--- src/rtl/instr_encoder.sv ---
// RV32I instruction encoder: assembles a 32-bit word from decoded fields and
// streams it into sequential instruction-memory word addresses.
module instr_encoder #(
    parameter int ADDR_W    = 8,
    parameter int BASE_ADDR = 0
) (
    input  logic              clk,
    input  logic              reset,
    input  logic              clear,
    input  logic              in_valid,
    output logic              in_ready,
    input  logic [6:0]        op,
    input  logic [4:0]        rd,
    input  logic [4:0]        rs1,
    input  logic [4:0]        rs2,
    input  logic [2:0]        funct3,
    input  logic              funct7b5,
    input  logic [12:0]       imm,
    output logic              imem_we,
    output logic [ADDR_W-1:0] imem_addr,
    output logic [31:0]       imem_wdata,
    output logic              err,
    output logic              full,
    output logic [ADDR_W:0]   count
);

    localparam logic [6:0] OP_R  = 7'b0110011;
    localparam logic [6:0] OP_I  = 7'b0010011;
    localparam logic [6:0] OP_LD = 7'b0000011;
    localparam logic [6:0] OP_S  = 7'b0100011;
    localparam logic [6:0] OP_B  = 7'b1100011;

    localparam logic [ADDR_W-1:0] BASE = ADDR_W'(BASE_ADDR);
    localparam logic [ADDR_W-1:0] TOP  = '1;

    typedef enum logic {
        ST_LOADING,
        ST_FULL
    } state_t;

    state_t            state, state_next;
    logic [ADDR_W-1:0] ptr, ptr_next;
    logic [ADDR_W-1:0] addr_next;
    logic [ADDR_W:0]   count_next;
    logic [31:0]       wdata_next;
    logic              we_next, err_next;
    logic [31:0]       enc;
    logic              bad, is_shift, imm_ovf, accept;

    assign is_shift = (funct3 == 3'b001) || (funct3 == 3'b101);
    // The 13-bit immediate only fits a 12-bit field when bits 12 and 11 agree.
    assign imm_ovf  = imm[12] ^ imm[11];

    // NOTE: every signal written here gets a default first, so no path infers a latch.
    always_comb begin
        enc = '0;
        bad = 1'b0;
        case (op)
            OP_R: enc = {1'b0, funct7b5, 5'b0, rs2, rs1, funct3, rd, op};
            OP_I: begin
                if (is_shift) begin
                    enc = {1'b0, funct7b5, 5'b0, imm[4:0], rs1, funct3, rd, op};
                    bad = |imm[11:5];
                end else begin
                    enc = {imm[11:0], rs1, funct3, rd, op};
                    bad = imm_ovf;
                end
            end
            OP_LD: begin
                enc = {imm[11:0], rs1, funct3, rd, op};
                bad = imm_ovf;
            end
            OP_S: begin
                enc = {imm[11:5], rs2, rs1, funct3, imm[4:0], op};
                bad = imm_ovf;
            end
            OP_B: begin
                enc = {imm[12], imm[10:5], rs2, rs1, funct3, imm[4:1], imm[11], op};
                bad = imm[0];
            end
            default: bad = 1'b1;
        endcase
    end

    assign in_ready = (state == ST_LOADING) && !clear;
    assign accept   = in_valid && in_ready;
    assign full     = (state == ST_FULL);

    always_comb begin
        state_next = state;
        ptr_next   = ptr;
        count_next = count;
        addr_next  = imem_addr;
        wdata_next = imem_wdata;
        we_next    = 1'b0;
        err_next   = 1'b0;
        if (clear) begin
            state_next = ST_LOADING;
            ptr_next   = BASE;
            count_next = '0;
        end else if (accept) begin
            if (bad) begin
                err_next = 1'b1;
            end else begin
                we_next    = 1'b1;
                addr_next  = ptr;
                wdata_next = enc;
                ptr_next   = ptr + ADDR_W'(1);
                count_next = count + (ADDR_W + 1)'(1);
                // Top address written: pointer wraps to 0 but stays parked until clear.
                if (ptr == TOP) state_next = ST_FULL;
            end
        end
    end

    // NOTE: sequential state uses non-blocking assignments so every flop samples pre-edge values.
    always_ff @(posedge clk or posedge reset) begin
        if (reset) begin
            state      <= ST_LOADING;
            ptr        <= BASE;
            count      <= '0;
            imem_we    <= 1'b0;
            imem_addr  <= '0;
            imem_wdata <= '0;
            err        <= 1'b0;
        end else begin
            state      <= state_next;
            ptr        <= ptr_next;
            count      <= count_next;
            imem_we    <= we_next;
            imem_addr  <= addr_next;
            imem_wdata <= wdata_next;
            err        <= err_next;
        end
    end

endmodule

--- config.mk ---
export PLATFORM = sky130hd
export DESIGN_NAME = instr_encoder
export DESIGN_NICKNAME = d
export VERILOG_FILES = /design/src/rtl/instr_encoder.sv
export SDC_FILE = /design/constraint.sdc
export NUM_CORES = 1
export LEC_CHECK = 0
export ABC_CLOCK_PERIOD_IN_PS = 2600
export CAP_MARGIN = 20
export CORE_MARGIN = 8
export CORE_UTILIZATION = 46
export DETAILED_ROUTE_END_ITERATION = 10
export PLACE_DENSITY_LB_ADDON = 0.2
export SYNTH_ARGS = -nofsm -noshare
export SYNTH_HDL_FRONTEND = slang
export SYNTH_SLANG_ARGS = --single-unit
--- constraint.sdc ---
create_clock -name clk -period 2.6 [get_ports clk]
set_clock_uncertainty 0.05 [all_clocks]
set_input_delay 0.52 -clock clk [delete_from_list [all_inputs] [get_ports clk]]
set_output_delay 0.52 -clock clk [all_outputs]
set_load 0.02 [all_outputs]
-- Word level (Yosys, flattened, before mapping)
Cells that the tools add are included.
- bitwise gates (word level): 4
- reduce and logical (&&, ||, !) cells: 11
- add/subtract/negate cells: 2
- eq/ne operators: 9
- multiplexer cells: 20
- operators with widths (cell ; count):
    case mux 32 bit (5 select lines) ; 1
    2-to-1 mux 32 bit ; 1
    2-to-1 mux 9 bit ; 3
    2-to-1 mux 8 bit ; 3
    == test 7 x 6 -> 1 bit (second input constant) ; 2
    2-to-1 mux 1 bit ; 11
    adder 9 x 1 -> 9 bit (second input constant) ; 1
    adder 8 x 1 -> 8 bit (second input constant) ; 1
    == test 8 bit (second input constant) ; 1
    == test 7 x 2 -> 1 bit (second input constant) ; 1
    == test 7 x 5 -> 1 bit (second input constant) ; 1
    == test 7 bit (second input constant) ; 1
    OR reduction 7 bit ; 1
    AND reduction 3 bit ; 2
    case mux 1 bit (4 select lines) ; 1
    nonzero test 2 bit ; 2
    == test 3 x 1 -> 1 bit (second input constant) ; 1
    == test 3 bit (second input constant) ; 1
    NOT 1 bit ; 3
    logical AND 1 bit ; 2
    != test 2 bit (second input constant) ; 1
    AND reduction 2 bit ; 1
    OR reduction 2 bit ; 1
    zero test 1 bit ; 1
    other kinds (2) ; 2
- input bits: 43
- register bits after elaboration: 60
- output and inout bits: 53
- logic and storage cells: 53

-- Logic depth before layout (Yosys ltp)
Gate-level depths: netlist (run 1).
- word-level depth: 7
- depth in mapped cells: 8
- gate-level depth less buffers: 5

-- Least setup slack after synthesis (run 1)
No wires, ideal clock.
- path type: input port to flip-flop
- start point: input op[2]
- end point: register imem_addr[0]
- setup time: 125 ps
- arrival: 2035 ps
- setup slack: 390 ps
- required time: 2425 ps
- cell stages on the path: 7
- cell sequence: and4bb_2 -> o211ai_1 -> a32o_1 -> or3_1 -> buf_2 -> buf_6 -> mux2_4
- cells in the longest elaborated chain, start to end: 5
- elaborated cells between the ends (all ways): 9
- classes of those cells: eq/ne: 5; mux: 1; bitwise: 1; reduce/logical: 2
- RTL lines (item ; line ; source):
    start: declaration ; 12 ; input logic [6:0] op,
    == test 7 x 6 -> 1 bit or == test 7 x 2 -> 1 bit (tied branches) ; 58 ; case (op)
    OR reduction 2 bit (no source line) ; -- ;
    case mux 1 bit (4 select lines) * ; 58 ;
    NOT 1 bit (no source line) * ; -- ;
    AND reduction 3 bit (no source line) * ; -- ;
    end signal: assignment ; 131 ; imem_addr <= addr_next;
    end: declaration ; 20 ; output logic [ADDR_W-1:0] imem_addr,
Mark *: on every way between the ends. The rest lies on a longest branch, timed or not.
A chain may end at the register's enable or synchronous reset.

-- Worst setup path in the final report (run 1)
- start point: input imm[11]
- end point: register imem_wdata[20]
- cells in the longest elaborated chain, start to end: 5
- elaborated cells between the ends (all ways): 6
- classes of those cells: mux: 2; bitwise: 2; reduce/logical: 2
- RTL lines (item ; line ; source):
    start: declaration ; 18 ; input logic [12:0] imm,
    OR reduction 7 bit or bitwise XOR 1 bit (tied branches) ; 63, 52 ;
    2-to-1 mux 1 bit ; 61 ; if (is_shift) begin
    case mux 1 bit (4 select lines) * ; 58 ;
    NOT 1 bit (no source line) * ; -- ;
    AND reduction 3 bit (no source line) * ; -- ;
    end signal: assignment ; 132 ; imem_wdata <= wdata_next;
    end: declaration ; 21 ; output logic [31:0] imem_wdata,
Marked as above.

==> results of run 1 <==
cell usage in the layout (no fill, tap or decap), types with 9 or more instances in the layout:
master           instances
or4_1                   11
mux2_4                  35
dfrtp_1                 60
clkbuf_8                 9
a22o_1                  10
buf_4                   24
nor2b_1                  9
a21oi_1                 12
nand3_1                  9
nand2_1                 10
clkdlybuf4s50_1         95
o31ai_1                 11
cells by family (layout without fill, tap and decap cells):
group                    after synthesis  count (layout)  synth area share
AO/OA/AOI/OAI                         44              44             0.107
XOR/XNOR                               1               1           0.00291
adder cells (fa/ha/maj)                2               2           0.00830
buffers and inverters                 21             143            0.0398
flip-flops                            60              60             0.498
multiplexers                          42              42             0.199
AND/OR/NAND/NOR                       73              73             0.145
sequential cells by signal (all words and copies together) (netlist names):
register    cells
imem_wdata     32
imem_addr       8
count           9
imem_we         1
ptr             8
full            1
err             1
how the worst max path moves through the flow:
stage                  from              to  slack [ps]  cells past startpoint
finish              imm[11]  imem_wdata[20]          80                      7
global route        imm[11]  imem_wdata[24]         -10                      7
CTS                 imm[11]  imem_wdata[20]          80                      7
detailed placement  imm[11]  imem_wdata[20]        -270                      7
global placement    imm[11]  imem_wdata[11]        -240                      7
floorplan             op[2]    imem_addr[0]         390                      7
per-layer routing:
metal,global-route usage,vias up,share of wire,wire length [um]
met3,0.0555,9,0.077,613
li1,-,1135,-,-
met2,0.244,90,0.44,3500
met1,0.236,1189,0.47,3710
met4,0.0568,0,0.011,90
met5,0,-,0,0
report_power, final:
| group | total (mW) | internal [mW] | switching [mW] |
|---|---|---|---|
| logic | 0.298 | 0.168 | 0.130 |
| registers | 0.979 | 0.963 | 0.0156 |
| clock network | 0.955 | 0.544 | 0.411 |
cell type report:
cell class                      instances  area [um2]  share of cell area
Clock buffer                            9         124              0.0283
Inverter                                8        30.0             0.00686
Clock inverter                          7         100              0.0229
Multi-Input combinational cell        162        1390               0.318
Timing Repair Buffer                  119        1130               0.258
Sequential cell                        60        1500               0.343
Tap cell                               77        96.3              0.0220
repair_timing:
item	in CTS	in global routing
hold buffers	0	0
buffers inserted	0	0
endpoints found under the setup margin	0	13
==> results.txt, run 1 <==
* # resized after CTS: 0
- Cell area after synthesis: 0.00301 mm2
* Ordered list of cells on the worst path: clkdlybuf4s50_1 > xnor2_1 > a21boi_0 > a32o_1 > or3_2 > buf_4 > mux2_4
- On the worst path, the slowest cell contributes a delay of 500 ps.
- The detail route stage leaves a number of antenna-violating nets equal to 0.
- The routed layout has 2423 vias.
- Placed insts: 426
* Endpoint required time on the critical path: 2780 ps
* Area Growth Syn to Fin: 45.2%
- Measured along the y axis, the die boundary spans 96.9 um.
* Final-report hold violation count: 0
* Pwr Density: 510 mW/mm2
* Critical-path top delay cell: or3_2
- Die area: 0.00940 mm2
* Post-detailed-placement cell area: 0.00415 mm2
- Place WS: -273 ps
* Top-Level Pins: 96
- The worst setup path is launched from an input pin.
- Clock tree root driver cell: clkbuf_8
* Count of cell types in the netlist: 41
- Number of storage elements in the synthesis netlist: 60
- Antenna violations before repair: 0
* Number of non-filler instances in the completed layout: 442
- Synth Warn #: 0
* Hold Crit Depth: 1
* Depth of the CTS H-tree: 3
- The number of global-route vias before repair was 2453.
- After detailed routing, the average wire length per cell comes to 17.9 um.
- In the routed design, unresolved DRC markers number 0.
* Endpoints failing setup: 0
- For flop-to-flop paths, the worst setup slack is 820 ps.
- The number of antenna diodes in the final layout is 0.
- TritonCTS clock tree: built
- In this run the critical register-to-register path is captured at imem_wdata[20].
- Detailed placement ended at an HPWL of 5810 um.
* Actual slew at the worst max-slew pin: 550 ps
- Main flop type after synthesis: dfrtp_1
- STA classifies the critical path endpoint as a register.
- Static power due to leakage: 1.99 nW
* Number of buffers and inverters on the critical path: 2
- Clock insertion delay at the later pin of the skew report: 340 ps
- Tot Pwr: 2.23 mW
- Setup repair after global routing missed its margin: yes
- Core Region: 0.00635 mm2
- Sum Neg Setup Slack: 0 ps
* Critical setup path kind: in2reg
- Peak Freq: 0.396 GHz
* Startpoint of the worst register-to-register path: full
- Cell family with the largest share of critical-path delay: buffers and inverters
* Worst Reg-to-Reg Cells: 4
* Max-cap check violation count: 0
- Number of input and output port buffers inserted: 95
- Number of nets at the end of the flow: 405
- Largest fanout of any net on the critical path: 14
- The synthesized design contains 0 enable-type register cells.
- DR iter-0 viols: 96
* Overall track demand over capacity in global routing: 0.171
- The tightest min-delay check is of the reg2reg type.
* Global route total overflow: 0
- Largest net degree at the start of global routing: 29
* Wire length of the first global-routing pass: 13100 um
- In the final layout, the share of cells above drive strength 1 is 0.233.
- The path with the worst hold slack has its endpoint at imem_wdata[1].
* Mean cell area of the mapped netlist: 12.4 um2
- The share of synthesized area in the top cell type comes to 0.498.
- Buffers inserted during clock tree synthesis total 9.
- For this run, the register share of the synthesized area comes to 0.498.
- In this run the most critical hold path is launched from imem_wdata[1].
- Relative slew slack: 0.630
* Via-to-Cell Ratio: 5.48
- The pre-antenna-repair detailed-routing pass consisted of 4 iterations.
- No sink is reached through more buffers than the 2 on the longest clock path.
- The flow ran to the end, and the final reports show no timing, DRC or antenna violations.
* DRT Wirelength: 7920 um
- Most area-consuming cells after synthesis: dfrtp_1 50%, mux2_4 17%, a22o_1 2.9%
* Final RePlAce weighted congestion: 0.815
* Final-layout fill cell count: 488
* Most area-hungry cell type in the Yosys netlist: dfrtp_1
- Data on the critical path arrives at its endpoint at 2700 ps.
- Clock tree synthesis found a total of 60 sinks.
* Peak ir drop on the vdd network: 0.340 mV
- Num rows: 29
* Final Hold Slack: 426 ps
- The max-slew violation count was 0.
- The number of nets handed over by synthesis was 288.
* Die W: 96.9 um
* Fin crit period: 2520 ps
- The initial utilization of the core area, before any placement, comes to 0.475.
- Clock-pin slew of the registers on the worst-case setup and hold paths: 80 ps
* Final design utilization: 0.689
- Setup slack on the critical path of the routed design comes to 76.3 ps.
- Final period util: 0.971
- Synth Instances: 243
- Of all flip-flops after synthesis, the portion carrying an async set or reset was 1.00.
* Final standard cell area without fillers: 0.00438 mm2
- Among all cell types in the netlist, the one instantiated most often is dfrtp_1.
* Leading post-synthesis cells by instance count: 60 x dfrtp_1, 35 x mux2_4, 12 x a21oi_1
Power figures use the tool's default switching activity.
==> inputs of run 2 (changes only) <==
--- a/config.mk
+++ b/config.mk
@@ -6,9 +6,10 @@
 export NUM_CORES = 1
 export LEC_CHECK = 0
 export ABC_CLOCK_PERIOD_IN_PS = 2600
-export CAP_MARGIN = 20
+export CELL_PAD_IN_SITES_DETAIL_PLACEMENT = 1
+export CELL_PAD_IN_SITES_GLOBAL_PLACEMENT = 2
 export CORE_MARGIN = 8
-export CORE_UTILIZATION = 46
+export CORE_UTILIZATION = 30
 export DETAILED_ROUTE_END_ITERATION = 10
 export PLACE_DENSITY_LB_ADDON = 0.2
 export SYNTH_ARGS = -nofsm -noshare
==> run 2 against run 1 <==
- total power decreased by 2.4%
- die area increased by 44%
- wire length increased by 15%
- non-clock buffer count decreased by 5
- critical path type unchanged
==> results.txt, run 2 (synthesized netlist as in run 1, its figures left out) <==
- The flow ran to the end, and the final reports show no timing, DRC or antenna violations.
* Max-cap check violation count: 0 (unchanged)
* Design internal power: 1.58 mW (-5.4%)
* Biggest registers after layout: imem_wdata: 32 flops, count: 9 flops
* Overall via count from detail_route: 2394 (-1.2%)
* TritonCTS buffer count: 9 (unchanged)
- The sum of internal, switching and leakage power was 2.18 mW (-2.4%).
- Final Hold Slack: 417 ps (-9.84 ps)
- Largest net degree at the start of global routing: 41 (+41%)
- Relative slew slack: 0.612 (-0.0188)
* Switching share of power: 0.272 (+0.0228)
* Largest fanout of any net on the critical path: 20 (+6)
* Drt wl/cell: 18.6 um (+3.5%)
- The clock transition at the registers of the reported paths came to 90 ps (about the same).
- The height of the chip was 116 um (+20%).
- Count of nets left with antenna violations after detail routing: 0 (unchanged)
- Final period util: 0.943 (-0.0275)
* Number of global-route vias before repair: 2612 (+6.5%)
- The maximum ir drop on the vdd rail came to 0.265 mV (-22%).
- Number of nets at the end of the flow: 400 (-1.2%)
- The max-slew violation count was 0 (unchanged).
- The arrival time of the worst setup path came to 2640 ps (-60 ps).
- Depth of the CTS H-tree: 3 (unchanged)
- The total die area was 0.0135 mm2 (+44%).
- DRT Wirelength: 9150 um (+15%)
- Detailed placer's ending HPWL: 6630 um (+14%)
- Actual slew at the worst max-slew pin: 578 ps (+28.0 ps)
* Number of non-filler instances in the completed layout: 493 (+12%)
- The total grt overflow was 0 (unchanged).
- The clock period minus worst slack came to 2450 ps (-71.6 ps).
- Clk pwr share: 0.412 (-0.016)
* Endpoint kind of the worst setup timing path: register
- Ranked by flip-flop count, first place goes to imem_wdata.
- The placed cell count was 476 (+12%).
- Setup repair after global routing missed its margin: no
- The switching power of the nets came to 593 uW (+6.5%).
- The length of the first detailed-routing pass in iterations is 6 (+2).
* Post-route DRC: 0 (unchanged)
* Class of the tightest hold or removal check: in2async
- The number of placement rows is 36 (+24%).
- The static leakage came to 1.99 nW (+0.21%).
- Clock tree root driver cell: clkbuf_8
* Proportion of layout cells with a drive suffix above 1: 0.228 (-0.00510)
* Endpoints failing setup: 0 (unchanged)
- The worst setup path is launched from an input pin.
- Top-Level Pins: 96 (unchanged)
- Clock insertion delay at the later pin of the skew report: 340 ps (about the same)
- Core Region: 0.00977 mm2 (+54%)
- The depth of the most critical reg-to-reg path came to 4 (unchanged).
- The number of flip-flops in the largest register was 32 (unchanged).
- Quantity of hold-fixing buffers added after cts: 0 (unchanged)
- Via-to-Cell Ratio: 4.86 (-11%)
- The global-route usage over all layers came to 0.140 (-0.0308).
- Logic pwr share: 0.137 (+0.004)
* Register Area: 0.00150 mm2 (unchanged)
- TritonCTS clock tree: built
- The library cells used most frequently in the layout, excluding fill and tap cells, are 94 x clkdlybuf4s50_1, 60 x dfrtp_1, 35 x mux2_4.
- Relative to the synthesized area, the layout overhead comes to 47.3%.
* Number of antenna diodes: 0 (unchanged)
- Number of clock sinks seen by CTS: 60 (unchanged)
- The power density normalized to cell area was 490 mW/mm2 (-3.8%).
- Final-layout fill cell count: 1073 (+120%)
* Footprint of the multi-input gates: 0.00141 mm2 (+1.3%)
* Initial core utilization: 0.308 (-0.166)
- The number of failing hold endpoints at the final stage came to 0 (unchanged).
- Final RePlAce weighted congestion: 0.730 (-10%)
- Die W: 116 um (+20%)
* Wire length of the first global-routing pass: 14700 um (+12%)
- The initial detailed-routing violation count is 65 (-32%).
- The number of antenna violations at the first check in global routing is 0 (unchanged).
- Number of input and output port buffers inserted: 95 (unchanged)
- The maximum root-to-sink buffer count came to 2 (unchanged).
- The library cell used most frequently in the layout, excluding fill and tap cells, is clkdlybuf4s50_1.
- Critical setup path kind: in2reg
- Peak Freq: 0.408 GHz (+2.9%)
- The data required time of the critical path came to 2780 ps (about the same).
- The number of buffers inserted by post-CTS setup repair is 0 (unchanged).
- The share of power burned in registers is 0.451 (+0.012).
-- run 2: final timing paths --
| path | start | slack, ps | endpoint |
|---|---|---|---|
| max | op[3] | 150 | imem_wdata[5] |
| min | reset | 420 | ptr[4] |
| min in group clk | imem_wdata[0] | 440 | imem_wdata[0] |
| min reg2reg | imem_wdata[0] | 440 | imem_wdata[0] |
| max in group asynchronous | reset | 1440 | imem_wdata[25] |
| max reg2reg | full | 920 | imem_wdata[5] |
-- run 2: worst max-delay path: stages --
cell and delay [ps]:
clkdlybuf4s50_1 420, and4bb_2 360, nand4b_1 120, a32o_1 260, or3_4 420, clkbuf_16 230
mux2_4 310
-- run 2: per-layer routing --
layer / track usage / vias up / part of all wire
li1: - / 1124 / -
met4: 0.0337 / 0 / 0.0059
met5: 0 / - / 0
met2: 0.208 / 71 / 0.46
met1: 0.190 / 1195 / 0.47
met3: 0.0476 / 4 / 0.069
-- run 2: stage by stage --
stage	util	instance area [um2]	worst slack [ps]	setup TNS, ps
final	0.454	4440	148	0
after global routing	0.454	4440	95.4	0
after CTS	0.450	4390	29.3	0
after detailed placement	0.429	4190	-345	-14230
after global placement	0.429	4190	-279	-10890
after floorplan	-	3010	390	0
-- run 2: power groups by stage --
stage | clock network, mW | logic, mW | registers [mW]
final | 0.897 | 0.299 | 0.981
after global routing | 0.967 | 0.324 | 0.986
after CTS | 0.937 | 0.302 | 0.981
after detailed placement | 0 | 0.301 | 0.999
after global placement | 0 | 0.297 | 0.997
after floorplan | 0 | 0.0864 | 1.03
-- run 2: cell type report --
type | count | share of cell area
clock buffers | 9 | 0.0279
well taps | 133 | 0.0375
repair buffers | 114 | 0.254
multi-input cells | 162 | 0.318
inverters | 8 | 0.00676
clock inverters | 7 | 0.0180
flip-flops and latches | 60 | 0.338
-- run 2: timing repair --
item | CTS | global route
hold endpoints to repair | 0 | 0
resized for setup | 0 | 4
endpoints found under the setup margin | 0 | 35
==> inputs of run 3 (changes only) <==
--- a/config.mk
+++ b/config.mk
@@ -8,7 +8,6 @@
 export ABC_CLOCK_PERIOD_IN_PS = 2600
 export CELL_PAD_IN_SITES_DETAIL_PLACEMENT = 1
 export CELL_PAD_IN_SITES_GLOBAL_PLACEMENT = 2
-export CORE_MARGIN = 8
 export CORE_UTILIZATION = 30
 export DETAILED_ROUTE_END_ITERATION = 10
 export PLACE_DENSITY_LB_ADDON = 0.2
==> run 3 against run 2 <==
- setup slack got worse by 81 ps
- maximum frequency fell by 3.2%
- wire length fell by 9.0%
- via count rose by 1.5%
- hold slack improved by 6.8 ps
- non-clock buffer count rose by 5
- cell area rose by 1.4%
- die area fell by 23%
- sequential power barely moved
- register-to-register slack got worse by 120 ps
- critical endpoint is now imem_wdata[26]
- largest cell class unchanged
==> results.txt, run 3 (synthesized netlist as in run 1, its figures left out) <==
* Critical setup path kind: in2reg
- Counting flops per register, the top entry is imem_wdata.
- The initial core utilization came to 0.308 (unchanged).
- The maximum ir drop on the vdd rail came to 0.260 mV (-2.0%).
* Die W: 102 um (-12%)
- Core Region: 0.00977 mm2 (unchanged)
* Relative slew slack: 0.635 (+0.0237)
* Class of the tightest hold or removal check: reg2reg
* Final design utilization: 0.461 (+0.00640)
- Clk pwr share: 0.454 (+0.042)
* Die area: 0.0105 mm2 (-23%)
- Ordered list of cells on the worst path: clkdlybuf4s50_1 > and4bb_2 > nand4b_1 > a32o_1 > or3_2 > buf_12 > mux2_4
- Number of clock sinks seen by CTS: 60 (unchanged)
* Clock insertion delay at the later pin of the skew report: 340 ps (about the same)
- Hold Crit Depth: 1
- Largest fanout of any net on the critical path: 33 (+65%)
- Final RePlAce weighted congestion: 0.725 (-0.71%)
- The root buffer cell chosen for the clock tree is clkbuf_8.
- The cell-internal power was 1.82 mW (+15%).
* Critical-path top delay cell: or3_2
- The share of power burned in registers was 0.418 (-0.033).
- Most common cell after layout, fill and taps aside: clkdlybuf4s50_1
* Switching share of power: 0.224 (-0.0480)
- Critical path data arrival time: 2700 ps (+60 ps)
- The residual antenna-violating net count after detailed routing came to 0 (unchanged).
- Status: finished clean
* Worst Reg-to-Reg Cells: 4 (unchanged)
- Number of nets at the end of the flow: 405 (+1.3%)
- The reported max-cap violation count is 0 (unchanged).
* Switching power: 527 uW (-11%)
- Clock Path Buffers: 2 (unchanged)
* Fin crit period: 2530 ps (+81.2 ps)
- Biggest registers after layout: imem_wdata: 32 flops, count: 9 flops
* Logic pwr share: 0.128 (-0.009)
* Number of pins with negative max-slew slack in the final report: 0 (unchanged)
* Proportion of layout cells with a drive suffix above 1: 0.236 (+0.00784)
- Number of global-route vias before repair: 2494 (-4.5%)
- Tot Pwr: 2.35 mW (+7.9%)
- Top-Level Pins: 96 (unchanged)
- Drt wl/cell: 16.7 um (-9.9%)
* Sum Neg Setup Slack: 0 ps (unchanged)
* Quantity of hold-fixing buffers added after cts: 0 (unchanged)
* Antenna violations before repair: 0 (unchanged)
- Clock-pin slew of the registers on the worst-case setup and hold paths: 70 ps (-20 ps)
* Post-route DRC: 0 (unchanged)
* Number of flip-flops under the largest register name: 32 (unchanged)
- Setup repair after global routing missed its margin: no
- DRT Wirelength: 8320 um (-9.0%)
* Final period util: 0.974 (+0.0312)
* Detailed placer's ending HPWL: 6090 um (-8.0%)
* Peak Freq: 0.395 GHz (-3.2%)
- Number of search-and-repair iterations in the first detailed-routing pass: 4 (-2)
* Number of antenna diodes: 0 (unchanged)
- The kind of cell with the highest combined delay along the critical path is simple AND/OR/NAND/NOR gates.
* Commonest cells after routing, fill and taps aside: 94 x clkdlybuf4s50_1, 60 x dfrtp_1, 35 x mux2_4
- The number of vias in the routed layout is 2431 (+1.5%).
- Via-to-Cell Ratio: 4.88 (+0.53%)
* Endpoints failing setup: 0 (unchanged)
- Endpoint required time on the critical path: 2770 ps (about the same)
- Global route total overflow: 0 (unchanged)
- Static power due to leakage: 2.03 nW (+2.1%)
- The sum of buffers and inverters on the critical path is 2 (unchanged).
- Pwr Density: 522 mW/mm2 (+6.4%)
- TritonCTS clock tree: built
- Endpoint kind of the worst setup timing path: register
* Instance count on the critical path: 7 (unchanged)
- Number of input and output port buffers inserted: 95 (unchanged)
- Wire length of the first global-routing pass: 13200 um (-10%)
* Final Hold Slack: 423 ps (+6.84 ps)
- Chip Height: 102 um (-12%)
- The largest stage delay on the critical path came to 500 ps (+80 ps).
* Largest net degree at the start of global routing: 34 (-17%)
* DR iter-0 viols: 35 (-46%)
* Actual slew at the worst max-slew pin: 543 ps (-35.3 ps)
- The global-route usage over all layers came to 0.169 (+0.0289).
- Final-report hold violation count: 0 (unchanged)
* Num rows: 36 (unchanged)
- The TritonCTS buffer count came to 9 (unchanged).
- Critical Path Source Type: input pin
- Final-layout fill cell count: 1082 (+0.84%)
- From synthesis to final layout, the design area changed by 49.4%.
- The level count of the clock H-tree came to 3 (unchanged).
[run 3: through the flow]
| stage | std cells | worst slack (ps) | cell area (um2) |
|---|---|---|---|
| floorplan | 243 | 390 | 3010 |
| global placement | 482 | -258 | 4240 |
| detailed placement | 482 | -340 | 4240 |
| CTS | 498 | 35.5 | 4490 |
| global route | 498 | 3.40 | 4500 |
| finish | 498 | 66.7 | 4500 |
[run 3: power groups by stage]
stage                     Sequential [mW]  Combinational (mW)  Clock, mW
final                               0.981               0.302       1.07
after global routing                0.984               0.326       1.14
after CTS                           0.981               0.304       1.11
after detailed placement            0.999               0.303          0
after global placement              0.998               0.301          0
after floorplan                      1.03              0.0864          0
[run 3: worst paths after layout]
| check | startpoint | end | slack (ps) |
|---|---|---|---|
| max | op[2] | imem_wdata[26] | 70 |
| min | imem_wdata[1] | imem_wdata[1] | 420 |
| max reg2reg | full | imem_wdata[26] | 800 |
| min reg2reg | imem_wdata[1] | imem_wdata[1] | 420 |
| max in group asynchronous | reset | imem_wdata[9] | 1340 |
| min in group asynchronous | reset | ptr[7] | 470 |
[run 3: worst reg2reg max path, cell delays in order, from the launching register on]
cell and delay [ps]:
dfrtp_1 430, nand2b_1 180, or3_2 460, buf_12 220, mux2_4 330
[run 3: area by class of cell]
class	count	area, um2	area share
Timing Repair Buffer	119	1150	0.255
Clock buffer	12	155	0.0345
Sequential cell	60	1500	0.334
Multi-Input combinational cell	162	1410	0.313
Tap cell	133	166	0.0370
Inverter	8	30.0	0.00667
Clock inverter	4	95.1	0.0211
[run 3: metal layers]
metal / vias up / track usage / part of all wire / wire (um)
li1: 1135 / - / - / -
met1: 1214 / 0.236 / 0.50 / 4190
met2: 71 / 0.251 / 0.43 / 3610
met3: 11 / 0.0410 / 0.049 / 405
met4: 0 / 0.0659 / 0.014 / 119
met5: - / 0 / 0 / 0
[run 3: what timing repair did]
item,4_1_cts,5_1_grt
gates resized for setup,0,3
buffers inserted,0,0
setup endpoints to repair,0,35
==> patch: new RTL, flow settings as in run 3 <==
The parameter `ADDR_W` goes from 8 to 7.
--- a/src/rtl/instr_encoder.sv
+++ b/src/rtl/instr_encoder.sv
@@ -2,5 +2,5 @@
 // streams it into sequential instruction-memory word addresses.
 module instr_encoder #(
-    parameter int ADDR_W    = 8,
+    parameter int ADDR_W    = 7,
     parameter int BASE_ADDR = 0
 ) (
Interface: changed (resized count and imem_addr); port bits go from 96 to 94. The function was not compared with the original's and may differ.
==> patch against run 3 <==
  * Routed wire length fell by 6.0%
  * Register-to-register slack worse by 140 ps
  * Power down 14%
  * Setup slack improved by 93 ps
  * Final area shrank 8.2%
  * First-iteration DRC count grew 130%
  * Count of clock-buffer cells in the layout decreased by 2
  * Sequential cell count fell by 3
  * Synthesized area shrank 8.3%
  * The flow now finishes with violations (design-rule violations)
==> patch: results (changes against run 3) <==
| Metric | Value |
|---|---|
| Run status | complete, but fails checks |
| Failing checks | design-rule violations |
| Metal3 WL | 490 um (+21%) |
| Top flop regs | imem_wdata: 32 flops, count: 8 flops |
| Yosys cell types | 42 (+2.4%) |
| Sequential-to-total area share from yosys stat | 51.63% (+1.8 points) |
| Multi-input logic area | 1257 um2 (-11%) |
| Synth Instances | 292 (+20%) |
| Pleak | 0.001887 uW (-7.2%) |
| WL met2 | 3757 um (+4.0%) |
| Top post-synthesis cells by area | dfrtp_1 52%, nand2_1 12%, mux2i_1 4.0%, nand3_1 3.1%, nor3b_1 1.9% |
| Area fraction of clock buffers and clock inverters | 4.389% (-1.2 points) |
| FF+latch area | 1426 um2 (-5.0%) |
| Seq/total area | 34.50% (+1.2 points) |
| Routed via count | 2486 (+2.3%) |
| Nets | 443 (+9.4%) |
| Post-placement cell count | 495 (+2.7%) |
| End point of the critical path | count[2] |
| Syn Nets | 337 (+17%) |
| Largest net degree at the start of global routing | 58 (+71%) |
| Worst r2r path cells | 5 (+1) |
| Pre-antenna DRT Iters | 7 (+3) |
| DRC Markers | 5 (+5) |
| 1st-iter DRT viols | 81 (+130%) |
| GR Layer Usage met2 | 28.82% (+3.7 points) |
| RR Endpoint | ptr[5] |
| Relative slew margins | 66.20% (+2.7 points) |
| Non-Clock Buffer Count | 113 (-5.0%) |
| First-pass GRT wire length | 13210 um (+0.16%) |
==> patch: how the worst min path moves through the flow <==
| stage | startpoint | end | slack [ps] | cells past startpoint |
|---|---|---|---|---|
| after floorplan | ptr[5] | imem_addr[5] | 430 | 2 |
| after global placement | imem_wdata[17] | imem_wdata[17] | 400 | 2 |
| after detailed placement | imem_wdata[1] | imem_wdata[1] | 410 | 1 |
| after CTS | imem_wdata[25] | imem_wdata[25] | 430 | 2 |
| after global routing | imem_wdata[1] | imem_wdata[1] | 440 | 1 |
| final | imem_wdata[25] | imem_wdata[25] | 420 | 2 |
==> patch: critical path, stage by stage <==
cell and delay [ps]:
clkdlybuf4s50_1 550, xnor2_2 280, o221ai_2 200, buf_4 180, a211oi_4 230, buf_4 210, mux2_2 340, mux2i_1 130
==> patch: cells by family (layout without fill, tap and decap cells) <==
| family | Yosys count | after routing | synth area share [%] |
|---|---|---|---|
| compound gates | 42 | 42 | 11.59 |
| xor+xnor | 3 | 3 | 1.223 |
| fa+ha+maj | 2 | 2 | 0.9057 |
| buf+inv | 22 | 133 | 3.442 |
| flops | 57 | 57 | 51.63 |
| mux | 14 | 14 | 5.208 |
| simple gates | 152 | 152 | 26.00 |
==> patch: repair_timing <==
action	in CTS	in global routing
endpoints found under the setup margin	0	1
hold buffers	0	0
hold endpoints to repair	0	0
resized for setup	0	1
==> patch: metrics by stage <==
stage          utilization, %  TNS [ps]
6_report                46.95         0
5_1_grt                 46.95         0
4_1_cts                 46.86         0
3_5_place_dp            44.80     -3371
3_3_place_gp            44.80     -1770
2_1_floorplan               -         0
==> patch: report_power, final <==
group          leakage [uW]  switching (uW)  internal, uW
combinational       0.00102             155           165
sequential         0.000785            17.8           921
clock             0.0000805             388           371
total               0.00189             561          1460
